[src/rtl/fsm_umbrales_n_pkg.sv]
// Shared definitions for the FIFO watermark monitor: state encodings,
// count-width derivation and the error_id code reserved for bad thresholds.
package fsm_umbrales_n_pkg;

    typedef enum logic [2:0] {
        ST_RESET  = 3'd0,
        ST_INIT   = 3'd1,
        ST_IDLE   = 3'd2,
        ST_ACTIVE = 3'd3,
        ST_ERROR  = 3'd4
    } state_e;

    localparam logic [2:0] ERR_ID_CFG  = 3'd7;
    localparam int         N_FIFOS_MAX = 8;

    // One extra bit so a completely full FIFO (2^ADDR_WIDTH) is representable.
    function automatic int cnt_width(input int addr_width);
        return addr_width + 1;
    endfunction

endpackage

[src/rtl/fsm_umbrales_n_umbral_canal.sv]
// Per-FIFO watermark comparators and pause hysteresis flop.
// clr_i forces all flags low; with neither clr_i nor eval_i the flags hold.
module umbral_canal #(
    parameter int CNT_W = 3
) (
    input  logic             clk_i,
    input  logic             rst_ni,
    input  logic             eval_i,
    input  logic             clr_i,
    input  logic [CNT_W-1:0] count_i,
    input  logic [CNT_W-1:0] alto_i,
    input  logic [CNT_W-1:0] bajo_i,
    output logic             almost_full_o,
    output logic             almost_empty_o,
    output logic             pause_o
);

    logic hit_alto, hit_bajo;
    logic af_q, af_d;
    logic ae_q, ae_d;
    logic pause_q, pause_d;

    assign hit_alto = (count_i >= alto_i);
    assign hit_bajo = (count_i <= bajo_i);

    always_comb begin
        af_d    = af_q;
        ae_d    = ae_q;
        pause_d = pause_q;
        if (clr_i) begin
            af_d    = 1'b0;
            ae_d    = 1'b0;
            pause_d = 1'b0;
        end else if (eval_i) begin
            af_d = hit_alto;
            ae_d = hit_bajo;
            // Between the watermarks pause keeps its previous value.
            if (hit_alto) begin
                pause_d = 1'b1;
            end else if (hit_bajo) begin
                pause_d = 1'b0;
            end
        end
    end

    always_ff @(posedge clk_i or negedge rst_ni) begin
        if (!rst_ni) begin
            af_q    <= 1'b0;
            ae_q    <= 1'b0;
            pause_q <= 1'b0;
        end else begin
            af_q    <= af_d;
            ae_q    <= ae_d;
            pause_q <= pause_d;
        end
    end

    assign almost_full_o  = af_q;
    assign almost_empty_o = ae_q;
    assign pause_o        = pause_q;

endmodule

[src/rtl/fsm_umbrales_n.sv]
// Threshold supervisor for N FIFOs: configures watermarks, tracks activity,
// and latches the first error (FIFO or configuration) until reset.
module fsm_umbrales_n
    import fsm_umbrales_n_pkg::*;
#(
    parameter  int N_FIFOS    = 4,
    parameter  int ADDR_WIDTH = 2,
    localparam int CNT_W      = cnt_width(ADDR_WIDTH)
) (
    input  logic                     clk,
    input  logic                     reset,
    input  logic                     init,
    input  logic [CNT_W-1:0]         umbral_alto,
    input  logic [CNT_W-1:0]         umbral_bajo,
    input  logic [N_FIFOS*CNT_W-1:0] fifo_count,
    input  logic [N_FIFOS-1:0]       fifo_error,
    output logic [N_FIFOS-1:0]       almost_full,
    output logic [N_FIFOS-1:0]       almost_empty,
    output logic [N_FIFOS-1:0]       pause,
    output logic [2:0]               state,
    output logic                     idle_out,
    output logic                     active_out,
    output logic                     error_out,
    output logic                     cfg_error,
    output logic [2:0]               error_id
);

    state_e           state_q;
    logic [CNT_W-1:0] alto_q, bajo_q;
    logic             cfg_error_q;
    logic [2:0]       error_id_q;
    logic [2:0]       err_idx;
    logic             any_err, any_cnt;
    logic             eval_en, clr_en;

    assign any_err = |fifo_error;
    assign any_cnt = |fifo_count;

    // Lowest-index failing FIFO wins: scan downward so the last hit is the smallest.
    always_comb begin
        err_idx = '0;
        for (int i = N_FIFOS - 1; i >= 0; i--) begin
            if (fifo_error[i]) begin
                err_idx = 3'(i);
            end
        end
    end

    always_ff @(posedge clk or negedge reset) begin
        if (!reset) begin
            state_q     <= ST_RESET;
            alto_q      <= '0;
            bajo_q      <= '0;
            cfg_error_q <= 1'b0;
            error_id_q  <= '0;
        end else begin
            case (state_q)
                ST_RESET: state_q <= ST_INIT;
                ST_INIT: begin
                    alto_q <= umbral_alto;
                    bajo_q <= umbral_bajo;
                    if (any_err) begin
                        state_q    <= ST_ERROR;
                        error_id_q <= err_idx;
                    end else if (!init) begin
                        // Validate the pair being captured on this same edge.
                        if (umbral_bajo >= umbral_alto) begin
                            state_q     <= ST_ERROR;
                            cfg_error_q <= 1'b1;
                            error_id_q  <= ERR_ID_CFG;
                        end else begin
                            state_q <= ST_IDLE;
                        end
                    end
                end
                ST_IDLE, ST_ACTIVE: begin
                    if (any_err) begin
                        state_q    <= ST_ERROR;
                        error_id_q <= err_idx;
                    end else if (init) begin
                        state_q <= ST_INIT;
                    end else if (any_cnt) begin
                        state_q <= ST_ACTIVE;
                    end else begin
                        state_q <= ST_IDLE;
                    end
                end
                ST_ERROR: state_q <= ST_ERROR;
                default:  state_q <= ST_RESET;
            endcase
        end
    end

    // Channels evaluate in IDLE/ACTIVE, freeze in ERROR, and are cleared otherwise.
    assign eval_en = (state_q == ST_IDLE) || (state_q == ST_ACTIVE);
    assign clr_en  = !eval_en && (state_q != ST_ERROR);

    for (genvar g = 0; g < N_FIFOS; g++) begin : g_canal
        umbral_canal #(
            .CNT_W(CNT_W)
        ) u_canal (
            .clk_i         (clk),
            .rst_ni        (reset),
            .eval_i        (eval_en),
            .clr_i         (clr_en),
            .count_i       (fifo_count[g*CNT_W +: CNT_W]),
            .alto_i        (alto_q),
            .bajo_i        (bajo_q),
            .almost_full_o (almost_full[g]),
            .almost_empty_o(almost_empty[g]),
            .pause_o       (pause[g])
        );
    end

    assign state      = state_q;
    assign idle_out   = (state_q == ST_IDLE);
    assign active_out = (state_q == ST_ACTIVE);
    assign error_out  = (state_q == ST_ERROR);
    assign cfg_error  = cfg_error_q;
    assign error_id   = error_id_q;

endmodule

[config.mk]
export PLATFORM = sky130hd
export DESIGN_NAME = fsm_umbrales_n
export DESIGN_NICKNAME = d
export VERILOG_FILES = /design/src/rtl/fsm_umbrales_n_pkg.sv /design/src/rtl/fsm_umbrales_n_umbral_canal.sv /design/src/rtl/fsm_umbrales_n.sv
export SDC_FILE = /design/constraint.sdc
export NUM_CORES = 1
export LEC_CHECK = 0
export CELL_PAD_IN_SITES_DETAIL_PLACEMENT = 1
export CELL_PAD_IN_SITES_GLOBAL_PLACEMENT = 1
export CORE_MARGIN = 2
export CORE_UTILIZATION = 36
export CTS_CLUSTER_SIZE = 14
export DETAILED_ROUTE_END_ITERATION = 10
export PLACE_DENSITY = 0.76
export SLEW_MARGIN = 20
export SYNTH_ARGS = -nofsm -noshare
export SYNTH_HDL_FRONTEND = slang
export SYNTH_SLANG_ARGS = --single-unit
[constraint.sdc]
create_clock -name clk -period 1.9 [get_ports clk]
set_clock_uncertainty 0.05 [all_clocks]
set_input_delay 0.38 -clock clk [delete_from_list [all_inputs] [get_ports clk]]
set_output_delay 0.38 -clock clk [all_outputs]
set_load 0.03 [all_outputs]
==> flow_summary.toml, run 1 <==
[outcome]
status = "complete, no violations"

[worst_setup_path]
path_cells = "clkdlybuf4s50_1 > or4_1 > o21ai_2 > o31a_4 > mux2_4"
start_kind = "input port"
end_kind = "flop"
worstPathRequired_ns = 2.02
crit_slowest_cell = "or4_1"
worstPathMaxFanout = 3
critical-path-max-stage-delay_ns = 0.60
setup.worst_path.class = "in2reg"
worstPathArrival_ns = 2.00

[placed_design]
numPortBuffers = 46
placed_area_sq_um = 2350
gp_congestion = 0.756
dp_hpwl_um = 3720
dp_slack_ns = -0.408

[logic_synthesis]
netlist_instances = 186
ys_seq_area_share_pct = 35.5
syn_area_per_cell_sq_um = 9.47
synth_async_sr_flop_share_pct = 100
synth-seq-cells = 25
synth_area_sq_um = 1760
yosysWarnings = 0
syn-num-nets = 238
ys.flop_type = "dfrtp_1"
synth-edff-count = 0
ys_types = 34

[detailed_routing]
wirelength_um = 4690
vias = 1518
drtPass1Iterations = 4
postRouteAntennaNets = 0
vias_per_cell = 4.91
drt_iter0_drc = 26
wl_per_cell_um = 15.2
drc_errors = 0

[clocking]
cts_inserted_buffers = 3
h-tree-depth = 1
postCtsHoldBufs = 0
cts_tree = "done"
insertion_delay_ns = 0.28
clk_pin_slew_ns = 0.10
cts_sinks = 25
cts_buffer_depth = 2
clockRootBuffer = "clkbuf_8"

[timing]
drv_slew = 0
max_slew_margin_pct = 78.0
post-route-min-period_ns = 1.88
setup_viol = 0
tightest_slew_ns = 0.330
rsz0062_at_grt = "false"
fin_hold_ws_ns = 0.405
worst_slack_ns = 0.0236
post-route-period-util_pct = 98.8
hold_violations = 0
max_freq_mhz = 533

[power_and_ir_drop]
p_per_area_nw_per_um2 = 1010
p_leak_nw = 1.21
seqPwrFrac_pct = 31.0
internal_power_mw = 1.43
comb_power_share_pct = 55.2
finalPower_mw = 2.44
switchingPower_mw = 1.02
switching_share_pct = 41.6
vdd_ir_drop_max_v = 0.000510
pwr-share-clk_pct = 13.8

[cells_and_area]
finish.utilization_pct = 51.4
n_antenna_cell = 0
fillers = 569
nNetsFinal = 295
layout-drive-gt1-share_pct = 16.9
synthToLayoutAreaGrowth_pct = 37.7
final_area_sq_um = 2430

[grt]
grt_max_degree = 26
grt-ovfl-total = 0
grt_pass1_vias = 1554
grt_pass1_wl_um = 7500
grt.total_usage_pct = 18.2
antenna_found_initial = 0

[die]
io_pins = 47
start_util_pct = 37.3
core.rowCount = 25
dieWidth_um = 74.0
coreArea_sq_um = 4720
die_area_sq_um = 5470
die_h_um = 74.0

[flow_run]
max_cap_viol_count = 0

[hold_path]
hp-class = "in2async"
[final cells by class]
| class | count | area, sq um | area share [%] |
|---|---|---|---|
| well taps | 67 | 83.8 | 3.46 |
| clock buffers | 3 | 41.3 | 1.70 |
| flip-flops and latches | 25 | 626 | 25.8 |
| clock inverters | 1 | 7.51 | 0.309 |
| inverters | 25 | 93.8 | 3.87 |
| multi-input cells | 120 | 958 | 39.5 |
| repair buffers | 68 | 616 | 25.4 |
[Yosys cell counts (2+ instances only)]
cell type | n | area (sq um)
nor2b_1 | 5 | 31.3
mux2_4 | 3 | 45.0
buf_2 | 3 | 15.0
nand2_1 | 8 | 30.0
a21o_1 | 5 | 37.5
o21ai_0 | 22 | 110
mux2_2 | 2 | 22.5
nor4_1 | 3 | 18.8
ha_1 | 27 | 338
buf_4 | 12 | 90.1
nand2b_1 | 2 | 12.5
dfrtp_1 | 25 | 626
a32oi_1 | 4 | 35.0
and2_1 | 3 | 18.8
a311o_1 | 4 | 40.0
inv_1 | 25 | 93.8
a21oi_1 | 6 | 30.0
nor2_1 | 11 | 41.3
[critical path, delay by kind of cell]
family / cells / cell delay (ns)
AOI/OAI and AO/OA: 2 / 0.31
buffers and inverters: 1 / 0.41
muxes: 1 / 0.30
and+or+nand+nor: 1 / 0.60
[repair_timing]
action | 4_1_cts | 5_1_grt
resized for setup | 9 | 5
endpoints found under the hold margin | 0 | 0
buffers inserted | 1 | 0
endpoints found under the setup margin | 5 | 5
pin swaps | 2 | 1
[cells in the final DEF, fill, tap and decap left out, types with 2 or more instances in the layout]
master,synthesis,final
a32oi_1,4,3
a21oi_1,6,6
a21o_1,5,5
inv_1,25,24
dfrtp_1,25,25
mux2_2,2,2
nand2b_1,2,2
dlygate4sd2_1,0,6
clkdlybuf4s50_1,0,35
o21ai_0,22,21
and2_1,3,3
nor4_1,3,3
mux2_4,3,3
buf_4,12,25
nand2_1,8,8
nor2_1,11,11
dlymetal6s2s_1,0,2
ha_1,27,26
nor2b_1,5,5
clkbuf_8,0,3
a311o_1,4,4
[per-layer routing]
metal,wire length (um),GRT usage [%],up-vias
met5,0,0,-
met2,2420,33.4,30
met1,2090,22.9,729
met3,110,1.22,6
li1,-,-,753
met4,69,5.05,0
[worst paths after layout]
kind                            cells past startpoint                              from                           endpoint  slack [ns]
worst min-delay path                                2                             reset  g_canal[1].u_canal.almost_empty_o        0.41
worst max register to register                      6                         bajo_q[1]         g_canal[3].u_canal.pause_o        0.16
worst max-delay path                                5                     fifo_error[2]                        error_id[1]        0.02
worst min register to register                      1  g_canal[3].u_canal.almost_full_o   g_canal[3].u_canal.almost_full_o        0.43
max in group asynchronous                           2                             reset                          alto_q[1]        1.13
min in group clk                                    2                    umbral_alto[0]                          alto_q[0]        0.43
[sequential cells by signal, indices dropped and copies added (netlist names)]
signal,flops
state,3
bajo_q,3
g_canal.u_canal.almost_empty_o,4
alto_q,3
error_id,3
g_canal.u_canal.pause_o,4
cfg_error,1
g_canal.u_canal.almost_full_o,4
[power by group through the flow]
stage	clock network (mW)	logic, mW	registers [mW]
global placement	0	1.26	0.764
global route	0.360	1.53	0.777
finish	0.337	1.35	0.758
CTS	0.348	1.34	0.763
detailed placement	0	1.32	0.775
floorplan	0	0.709	0.829
[cell families after synthesis]
logic type | after synthesis | synth area share, %
AOI/OAI and AO/OA | 49 | 18.5
adders and majority gates | 27 | 19.2
buffers and inverters | 41 | 11.5
DFF | 25 | 35.5
muxes | 5 | 3.83
and+or+nand+nor | 39 | 11.5
[metrics by stage]
stage               setup TNS [ns]  instances
finish                           0        309
global route                     0        309
CTS                              0        309
detailed placement           -2.99        304
global placement             -2.59        304
floorplan                        0        186
(Power assumes the default switching activity.)
==> run 2: changes to the inputs <==
--- a/config.mk
+++ b/config.mk
@@ -8,10 +8,10 @@
 export CELL_PAD_IN_SITES_DETAIL_PLACEMENT = 1
 export CELL_PAD_IN_SITES_GLOBAL_PLACEMENT = 1
 export CORE_MARGIN = 2
-export CORE_UTILIZATION = 36
+export CORE_UTILIZATION = 33
 export CTS_CLUSTER_SIZE = 14
 export DETAILED_ROUTE_END_ITERATION = 10
-export PLACE_DENSITY = 0.76
+export PLACE_DENSITY = 0.73
 export SLEW_MARGIN = 20
 export SYNTH_ARGS = -nofsm -noshare
 export SYNTH_HDL_FRONTEND = slang
==> constraint.sdc (replaced) <==
create_clock -name clk -period 1.6 [get_ports clk]
set_clock_uncertainty 0.05 [all_clocks]
set_input_delay 0.32 -clock clk [delete_from_list [all_inputs] [get_ports clk]]
set_output_delay 0.32 -clock clk [all_outputs]
set_load 0.03 [all_outputs]
==> run 2 against run 1 <==
  * The run now ends with setup timing left
  * Power rose by 40%
  * Critical endpoint unchanged
  * Wire length rose by 5.7%
  * Design area rose by 12%
  * Flip-flop and latch count did not move
==> flow_summary.toml, run 2 (synthesis gave the netlist of run 1 again) <==
[outcome]
status = "complete, but fails checks"
violations = "setup timing"

[detailed_routing]
postRouteAntennaNets = 0
drtPass1Iterations = 4
vias_per_cell = 4.85
vias = 1592
drt_iter0_drc = 66
wirelength_um = 4960
wl_per_cell_um = 15.1
drc_errors = 0

[timing]
fin_hold_ws_ns = 0.340
rsz0062_at_grt = "true"
fin_tns_setup_ns = -0.260
drv_slew = 0
post-route-period-util_pct = 103
hold_violations = 0
post-route-min-period_ns = 1.65
max_slew_margin_pct = 77.7
setup_viol = 7
tightest_slew_ns = 0.331
worst_slack_ns = -0.0496
max_freq_mhz = 606

[power_and_ir_drop]
vdd_ir_drop_max_v = 0.000573
finalPower_mw = 3.43
p_per_area_nw_per_um2 = 1270
p_leak_nw = 1.38

[clocking]
postCtsHoldBufs = 0
insertion_delay_ns = 0.28
cts_inserted_buffers = 3
cts_tree = "done"
clk_pin_slew_ns = 0.09
cts_buffer_depth = 2
clockRootBuffer = "clkbuf_8"
cts_sinks = 25
h-tree-depth = 1

[cells_and_area]
layout-drive-gt1-share_pct = 33.7
nNetsFinal = 311
fillers = 629
final_area_sq_um = 2710
layout_common_cells = "buf_4, dlygate4sd2_1, dfrtp_1, ha_1, inv_1"
mostFrequentLayoutCell = "buf_4"
synthToLayoutAreaGrowth_pct = 53.7
fin_cells = 328
n_antenna_cell = 0

[hold_path]
hp-class = "in2reg"
whs_path_depth = 2

[worst_setup_path]
reg2reg_depth = 5
worstPathMaxFanout = 3
critical-path-max-stage-delay_ns = 0.41
path_cells = "buf_4 > nor3b_4 > inv_2 > o31a_4 > mux2_4"
cp_top_family = "flip-flops"
worstPathRequired_ns = 1.72
start_kind = "flop"
crit_slowest_cell = "dfrtp_2"
cp_num_cells = 5
worstPathArrival_ns = 1.76
crit_buf_inv = 2
end_kind = "flop"
setup.worst_path.class = "reg2reg"

[grt]
grt-ovfl-total = 0
grt.total_usage_pct = 17.1
grt_pass1_vias = 1625
antenna_found_initial = 0
grt_max_degree = 26
grt_pass1_wl_um = 8060

[die]
coreArea_sq_um = 5140
start_util_pct = 34.3
dieWidth_um = 77.1
io_pins = 47
die_h_um = 77.1
die_area_sq_um = 5940
core.rowCount = 26

[flow_run]
max_cap_viol_count = 0

[placed_design]
placed_area_sq_um = 2450
numPortBuffers = 46
gp_congestion = 0.775
dp_hpwl_um = 3830
post-place-cells = 315
## run 2: cell types whose count changed in the layout (fill, tap and decap cells not counted), sizes merged
cell | before | now
dlymetal6s2s | 2 | 0
clkdlybuf4s50 | 35 | 8
clkdlybuf4s15 | 0 | 5
clkinvlp | 1 | 0
dlygate4sd2 | 6 | 30
buf | 25 | 41
clkbuf | 3 | 4
## run 2: power breakdown
part	switching (mW)	internal, mW	leakage (nW)
combinational	1.08	1.06	1.04
sequential	0.123	0.772	0.323
clock	0.215	0.179	0.0228
## run 2: through the flow
step / util [%] / setup slack, ns
finish: 52.7 / -0.0496
global route: 52.7 / -0.0930
CTS: 50.1 / -0.150
detailed placement: 47.7 / -0.610
global placement: 47.7 / -0.578
floorplan: - / -0.0651
## run 2: per-layer routing
layer | track usage (%) | routed length, um | up-vias | share of wire [%]
met3 | 2.12 | 133 | 5 | 2.7
met5 | 0 | 0 | - | 0
li1 | - | - | 786 | -
met4 | 4.82 | 53 | 0 | 1.1
met2 | 29.5 | 2450 | 30 | 49
met1 | 22.6 | 2320 | 771 | 47
## run 2: final cells by class
class | count | area (sq um) | share of cell area [%]
Sequential cell | 25 | 629 | 23.2
Timing Repair Buffer | 84 | 713 | 26.3
Multi-Input combinational cell | 120 | 1130 | 41.9
Clock buffer | 4 | 45.0 | 1.66
Tap cell | 70 | 87.6 | 3.23
Inverter | 25 | 98.8 | 3.65
## run 2: path summary, 6_finish.rpt
path | start | slack, ns | to
max | state[2] | -0.05 | error_id[1]
min | umbral_bajo[0] | 0.34 | bajo_q[0]
max reg2reg | state[2] | -0.05 | error_id[1]
min reg2reg | cfg_error | 0.41 | cfg_error
max in group asynchronous | reset | 0.87 | state[2]
min in group asynchronous | reset | 0.36 | g_canal[0].u_canal.pause_o
## run 2: what timing repair did
| action | 4_1_cts | 5_1_grt |
|---|---|---|
| resized for setup | 67 | 19 |
| cloned | 0 | 0 |
| buffers inserted | 1 | 8 |
| endpoints found under the hold margin | 0 | 0 |
| pin swaps | 20 | 10 |
| setup endpoints to repair | 36 | 20 |
==> run 3: changes to the inputs <==
--- a/config.mk
+++ b/config.mk
@@ -5,6 +5,7 @@
 export SDC_FILE = /design/constraint.sdc
 export NUM_CORES = 1
 export LEC_CHECK = 0
+export ABC_CLOCK_PERIOD_IN_PS = 1600
 export CELL_PAD_IN_SITES_DETAIL_PLACEMENT = 1
 export CELL_PAD_IN_SITES_GLOBAL_PLACEMENT = 1
 export CORE_MARGIN = 2
==> results of run 3 <==
No change in the layout: final DEF, timing and power equal those of run 2.
